<file path="src/rtl/led_pattern_sequencer.sv">
// LED pattern sequencer: turns a shadowed configuration word into static, blink,
// chase and breathe effects paced by a prescaled step tick.
module led_pattern_sequencer #(
    parameter int NUM_LEDS       = 8,
    parameter int PWM_RESOLUTION = 8,
    parameter int CLK_FREQ_HZ    = 100_000_000,
    parameter int TICK_HZ        = 1000
) (
    input  logic                      clk,
    input  logic                      reset,
    input  logic                      enable,
    input  logic                      cfg_valid,
    output logic                      cfg_ready,
    input  logic [1:0]                cfg_mode,
    input  logic [NUM_LEDS-1:0]       cfg_pattern,
    input  logic [15:0]               cfg_period,
    input  logic [PWM_RESOLUTION-1:0] cfg_duty,
    output logic [NUM_LEDS-1:0]       led_control,
    output logic [PWM_RESOLUTION-1:0] pwm_duty,
    output logic                      step_pulse
);

    localparam int TICK_DIV = CLK_FREQ_HZ / TICK_HZ;
    localparam int PRESC_W  = (TICK_DIV > 2) ? $clog2(TICK_DIV) : 1;
    localparam logic [PRESC_W-1:0]        PRESC_MAX = PRESC_W'(TICK_DIV - 1);
    localparam logic [PRESC_W-1:0]        PRESC_ONE = PRESC_W'(1);
    localparam logic [PWM_RESOLUTION-1:0] LEVEL_ONE = PWM_RESOLUTION'(1);

    localparam logic [1:0] MODE_STATIC  = 2'd0;
    localparam logic [1:0] MODE_BLINK   = 2'd1;
    localparam logic [1:0] MODE_CHASE   = 2'd2;
    localparam logic [1:0] MODE_BREATHE = 2'd3;

    typedef enum logic {ST_IDLE, ST_RUN} state_t;

    state_t                      state_reg, state_next;
    logic                        cfg_ready_reg, cfg_ready_next;
    logic [1:0]                  mode_reg, mode_next;
    logic [NUM_LEDS-1:0]         pattern_reg, pattern_next;
    logic [15:0]                 period_reg, period_next;
    logic [PWM_RESOLUTION-1:0]   duty_reg, duty_next;
    logic [PRESC_W-1:0]          presc_reg, presc_next;
    logic [15:0]                 step_cnt_reg, step_cnt_next;
    logic [NUM_LEDS-1:0]         chase_reg, chase_next;
    logic                        phase_reg, phase_next;
    logic [PWM_RESOLUTION-1:0]   level_reg, level_next;
    logic                        dir_up_reg, dir_up_next;
    logic [NUM_LEDS-1:0]         led_control_reg, led_control_next;
    logic [PWM_RESOLUTION-1:0]   pwm_duty_reg, pwm_duty_next;
    logic                        step_pulse_reg, step_pulse_next;

    logic        accept;
    logic        tick;
    logic        step_wrap;
    logic        step_event;
    logic [15:0] period_eff;

    assign accept     = cfg_valid && cfg_ready_reg;
    assign period_eff = (period_reg == 16'd0) ? 16'd1 : period_reg;
    assign tick       = (state_reg == ST_RUN) && (presc_reg == PRESC_MAX);
    assign step_wrap  = (step_cnt_reg == (period_eff - 16'd1));
    assign step_event = tick && step_wrap && enable;

    always_comb begin
        state_next       = state_reg;
        cfg_ready_next   = 1'b1;
        mode_next        = mode_reg;
        pattern_next     = pattern_reg;
        period_next      = period_reg;
        duty_next        = duty_reg;
        presc_next       = presc_reg;
        step_cnt_next    = step_cnt_reg;
        chase_next       = chase_reg;
        phase_next       = phase_reg;
        level_next       = level_reg;
        dir_up_next      = dir_up_reg;
        led_control_next = '0;
        pwm_duty_next    = '0;
        step_pulse_next  = 1'b0;

        case (state_reg)
            ST_IDLE: begin
                presc_next    = '0;
                step_cnt_next = '0;
                if (enable) begin
                    state_next  = ST_RUN;
                    chase_next  = pattern_reg;
                    phase_next  = 1'b1;
                    level_next  = '0;
                    dir_up_next = 1'b1;
                end
            end
            default: begin
                if (!enable) begin
                    state_next    = ST_IDLE;
                    presc_next    = '0;
                    step_cnt_next = '0;
                end else begin
                    presc_next = tick ? '0 : presc_reg + PRESC_ONE;
                    if (tick)
                        step_cnt_next = step_wrap ? 16'd0 : step_cnt_reg + 16'd1;
                    if (step_event) begin
                        step_pulse_next = 1'b1;
                        chase_next      = {chase_reg[NUM_LEDS-2:0], chase_reg[NUM_LEDS-1]};
                        phase_next      = ~phase_reg;
                        // Triangle wave between 0 and duty; duty of 0 pins the level.
                        if (duty_reg == '0) begin
                            level_next  = '0;
                            dir_up_next = 1'b1;
                        end else if (dir_up_reg) begin
                            level_next = level_reg + LEVEL_ONE;
                            if ((level_reg + LEVEL_ONE) >= duty_reg)
                                dir_up_next = 1'b0;
                        end else if (level_reg == '0) begin
                            level_next  = LEVEL_ONE;
                            dir_up_next = 1'b1;
                        end else begin
                            level_next = level_reg - LEVEL_ONE;
                            if (level_reg == LEVEL_ONE)
                                dir_up_next = 1'b1;
                        end
                    end
                end
            end
        endcase

        // A new config restarts the effect and discards a coincident step.
        if (accept) begin
            cfg_ready_next  = 1'b0;
            mode_next       = cfg_mode;
            pattern_next    = cfg_pattern;
            period_next     = cfg_period;
            duty_next       = cfg_duty;
            presc_next      = '0;
            step_cnt_next   = '0;
            chase_next      = cfg_pattern;
            phase_next      = 1'b1;
            level_next      = '0;
            dir_up_next     = 1'b1;
            step_pulse_next = 1'b0;
        end

        // Outputs are derived from the next-state values so they land one cycle after the event.
        if (state_next == ST_RUN) begin
            case (mode_next)
                MODE_STATIC: begin
                    led_control_next = pattern_next;
                    pwm_duty_next    = duty_next;
                end
                MODE_BLINK: begin
                    led_control_next = phase_next ? pattern_next : '0;
                    pwm_duty_next    = duty_next;
                end
                MODE_CHASE: begin
                    led_control_next = chase_next;
                    pwm_duty_next    = duty_next;
                end
                MODE_BREATHE: begin
                    led_control_next = pattern_next;
                    pwm_duty_next    = level_next;
                end
                default: begin
                    led_control_next = '0;
                    pwm_duty_next    = '0;
                end
            endcase
        end else begin
            step_pulse_next = 1'b0;
        end
    end

    always_ff @(posedge clk) begin
        if (reset) begin
            state_reg       <= ST_IDLE;
            cfg_ready_reg   <= 1'b1;
            mode_reg        <= '0;
            pattern_reg     <= '0;
            period_reg      <= '0;
            duty_reg        <= '0;
            presc_reg       <= '0;
            step_cnt_reg    <= '0;
            chase_reg       <= '0;
            phase_reg       <= 1'b1;
            level_reg       <= '0;
            dir_up_reg      <= 1'b1;
            led_control_reg <= '0;
            pwm_duty_reg    <= '0;
            step_pulse_reg  <= 1'b0;
        end else begin
            state_reg       <= state_next;
            cfg_ready_reg   <= cfg_ready_next;
            mode_reg        <= mode_next;
            pattern_reg     <= pattern_next;
            period_reg      <= period_next;
            duty_reg        <= duty_next;
            presc_reg       <= presc_next;
            step_cnt_reg    <= step_cnt_next;
            chase_reg       <= chase_next;
            phase_reg       <= phase_next;
            level_reg       <= level_next;
            dir_up_reg      <= dir_up_next;
            led_control_reg <= led_control_next;
            pwm_duty_reg    <= pwm_duty_next;
            step_pulse_reg  <= step_pulse_next;
        end
    end

    assign cfg_ready   = cfg_ready_reg;
    assign led_control = led_control_reg;
    assign pwm_duty    = pwm_duty_reg;
    assign step_pulse  = step_pulse_reg;

endmodule

</file>
<file path="config.mk">
export PLATFORM = sky130hd
export DESIGN_NAME = led_pattern_sequencer
export DESIGN_NICKNAME = d
export VERILOG_FILES = /design/src/rtl/led_pattern_sequencer.sv
export SDC_FILE = /design/constraint.sdc
export NUM_CORES = 1
export LEC_CHECK = 0
export BUFFER_PORTS_ARGS = -buffer_cell sky130_fd_sc_hd__buf_2
export CORE_ASPECT_RATIO = 0.75
export CORE_MARGIN = 5
export CORE_UTILIZATION = 53
export DETAILED_ROUTE_END_ITERATION = 7
export MAX_ROUTING_LAYER = met4
export PLACE_DENSITY = 0.76
export SETUP_SLACK_MARGIN = 0.1
export SLEW_MARGIN = 10
export SYNTH_ARGS = -nofsm -noshare
export SYNTH_HDL_FRONTEND = slang
export SYNTH_SLANG_ARGS = --single-unit
</file>
<file path="constraint.sdc">
create_clock -name clk -period 3.69 [get_ports clk]
set_clock_uncertainty 0.1 [all_clocks]
set_input_delay 0 -clock clk [delete_from_list [all_inputs] [get_ports clk]]
set_output_delay 0 -clock clk [all_outputs]
set_load 0.01 [all_outputs]
</file>
==> run_results.csv <==
group,metric,value,unit
floorplanning,fp.dieW,127,um
routing,drtPass1Iterations,4,
cells_and_area,drive_above_1_share,0.196,
placement,dpl.hpwl,10100,um
logic_synthesis,synth_compound_area_frac,0.143,
grt,antenna_found_initial,0,
clock_tree,cts.sinks,104,
setup_path,r2r-start,"period_reg[10]",
grt,grt_max_degree,54,
floorplanning,die_area,0.0124,mm^2
cells_and_area,antenna_cells,0,
setup_path,crit_end,"led_control[6]",
hold_path,hold_class,"in -> reg",
sta,slew_viol_final,0,
floorplanning,num_io_pins,56,
sta,worst_pin_slew,1.18,ns
sta,rsz0062_at_grt,"true",
logic_synthesis,syn_area,0.00545,mm^2
routing,drt_wl_total,15100,um
clock_tree,clk_pin_slew,0.07,ns
cells_and_area,nets,806,
routing,drc,0,
logic_synthesis,yosys.area_share.adder,0.0414,
clock_tree,cts.path.max_buffers,2,
pwr,peakVddDrop,284,uV
sta,setup-violations-final,0,
logic_synthesis,synth.distinct_cells,55,
pwr,p_leak,2.71,nW
logic_synthesis,syn_inst,655,
floorplanning,die_y,97.8,um
logic_synthesis,synth_mux_area_frac,0.0260,
setup_path,path_max_fanout,8,
setup_path,critical_path_class,"reg -> reg",
logic_synthesis,synth-xor-area-share,0.0965,
logic_synthesis,syn_nets,711,
grt,grt_pass1_wl,24000,um
sta,max_freq,275,MHz
cells_and_area,area_growth,26.5,%
cells_and_area,final_common_cell,"dfxtp_1",
logic_synthesis,ys_ff_latch,104,
job,cap_violations,0,
floorplanning,std_cell_rows,32,
clock_tree,htreeDepth,3,
floorplanning,start_util,0.535,
setup_path,cp.arrival,3.79,ns
cells_and_area,largest_register_ffs,17,
logic_synthesis,synth_warnings,0,
logic_synthesis,async_flop_share,0,
placement,place_worst_setup_slack,0.0294,ns
placement,io_buffers,55,
clock_tree,root_buffer,"clkbuf_16",
cells_and_area,final_cell_mix,"dfxtp_1, nand2_1, nor2_1",
placement,place.gp.congestion,0.909,
setup_path,r2r-end,"led_control[6]",
logic_synthesis,synthFlopType,"dfxtp_1",
setup_path,start_kind,"register",
grt,grt_pass1_vias,5128,
logic_synthesis,synth.avg_cell_area,8.31,um^2
grt,track_usage,0.239,
sta,slew_headroom,0.208,
floorplanning,core_area,0.0102,mm^2
setup_path,startpoint,"period_reg[10]",
run_status,status,"complete, no violations",
sta,layout_setup_ws,0.0531,ns
grt,grt-ovfl-total,0,
setup_path,r2r_cells,14,
pwr,power,0.00254,W
logic_synthesis,synth-simple-area-share,0.267,
setup_path,crit_required,3.85,ns
setup_path,crit_path_end_kind,"register",
routing,antenna_left,0,
clock_tree,cts_tree,"done",
setup_path,regToRegSetupSlack,0.05,ns
logic_synthesis,synth_top_family_by_area,"simple AND/OR/NAND/NOR gates",
logic_synthesis,ys_seq_area_frac,0.382,
clock_tree,clk_latency,0.35,ns
routing,first_iter_violations,379,
sta,period_needed,3.64,ns
routing,wire_per_inst,16.9,um
clock_tree,cts_made_buffers,9,
routing,avgViaCountPerCell,5.85,
cells_and_area,finish.utilization,0.677,
sta,period_share,0.986,
routing,dr_total_vias,5214,
pwr,p_per_area,369,mW/mm^2
sta,hold_viol,0,
logic_synthesis,synth-edff-count,0,
-- where the power goes --
group / internal [W] / switching [W]
sequential: 0.00116 / 0.0000283
clock: 0.000459 / 0.000441
combinational: 0.000212 / 0.000243
total: 0.00183 / 0.000713
-- worst min-delay path by stage --
stage / start / end / slack (ns) / cells after the start
6_report: cfg_pattern[6] / pattern_reg[6] / 0.02 / 4
5_1_grt: cfg_pattern[6] / chase_reg[6] / 0.06 / 4
2_1_floorplan: cfg_period[1] / period_reg[1] / 0.03 / 2
3_5_place_dp: cfg_period[3] / period_reg[3] / 0.15 / 3
3_3_place_gp: cfg_duty[4] / duty_reg[4] / 0.15 / 3
4_1_cts: cfg_pattern[6] / pattern_reg[6] / 0.01 / 4
-- stage by stage --
| step | hold slack [ns] | instance area, um^2 | TNS [ns] | instances |
|---|---|---|---|---|
| after global placement | 0.146 | 6060 | 0 | 835 |
| after global routing | 0.0614 | 6890 | -0.0262 | 891 |
| after floorplan | 0.0284 | 5580 | 0 | 655 |
| after CTS | 0.0135 | 6670 | 0 | 885 |
| after detailed placement | 0.152 | 6060 | 0 | 835 |
| final | 0.0248 | 6890 | 0 | 891 |
-- repair_timing --
item	CTS	global route
setup buffers	1	3
hold buffers	33	0
setup endpoints to repair	19	34
hold endpoints to repair	45	0
gates cloned	0	3
gates resized for setup	2	28
pin swaps	0	7
-- worst max-delay path: stages (launching register included) --
cell     delay, ns
dfxtp_1       0.31
or4_4         0.57
or3_4         0.41
nor2_2        0.08
nor2_1        0.06
ha_2          0.19
nor3b_4       0.17
nand4_1       0.11
xnor2_1       0.13
o311a_1       0.18
and4_4        0.28
a31oi_1       0.10
or4_1         0.53
buf_6         0.17
o32ai_2       0.13
-- cells in the mapped netlist, types with 2 or more instances --
master / number / area share
a211oi_1: 15 / 0.021
a221oi_1: 8 / 0.013
a21boi_0: 8 / 0.011
o21ai_0: 5 / 0.0046
o21a_1: 9 / 0.012
and3_1: 11 / 0.013
a21oi_1: 23 / 0.021
xor2_1: 31 / 0.050
inv_1: 17 / 0.012
and4_1: 12 / 0.019
a32oi_1: 3 / 0.0048
a21o_1: 6 / 0.0083
nor2b_1: 9 / 0.010
a22oi_1: 3 / 0.0041
mux2i_1: 13 / 0.024
o32ai_1: 11 / 0.018
nor2_1: 69 / 0.048
xnor2_1: 29 / 0.047
buf_1: 3 / 0.0021
dfxtp_1: 104 / 0.38
nand2_1: 75 / 0.052
nor4_1: 12 / 0.014
clkbuf_1: 32 / 0.022
nand4_1: 14 / 0.016
nor3_1: 33 / 0.030
nand3b_1: 3 / 0.0041
a31oi_1: 5 / 0.0057
and2_1: 6 / 0.0069
ha_1: 18 / 0.041
or4_1: 8 / 0.011
nand3_1: 20 / 0.018
or2_2: 2 / 0.0023
buf_2: 4 / 0.0037
or3_1: 4 / 0.0046
nor3b_1: 2 / 0.0028
a41oi_1: 2 / 0.0032
nand2b_1: 7 / 0.0080
o311a_1: 2 / 0.0037
-- cell type report --
type                    count  area [um^2]
fillers                   833         3280
inverters                  18         67.6
clock buffers               9          225
well taps                 136          170
multi-input cells         494         3410
clock inverters             7         46.3
repair buffers            123          885
flip-flops and latches    104         2090
-- cells by family (layout without fill, tap and decap cells) --
group / count (synthesis) / after routing
simple gates: 291 / 293
compound gates: 109 / 109
flops: 104 / 104
xor+xnor: 60 / 60
buf+inv: 59 / 157
fa+ha+maj: 18 / 18
mux: 14 / 14
-- layer usage --
layer  track usage  wire length (um)  vias up
met2         0.393              7370      158
met1         0.291              6600     2493
li1              -                 -     2522
met4        0.0907               392        0
met3        0.0470               730       41
met5             -                 0        -
Note: power is estimated with default switching activity, not from simulation.
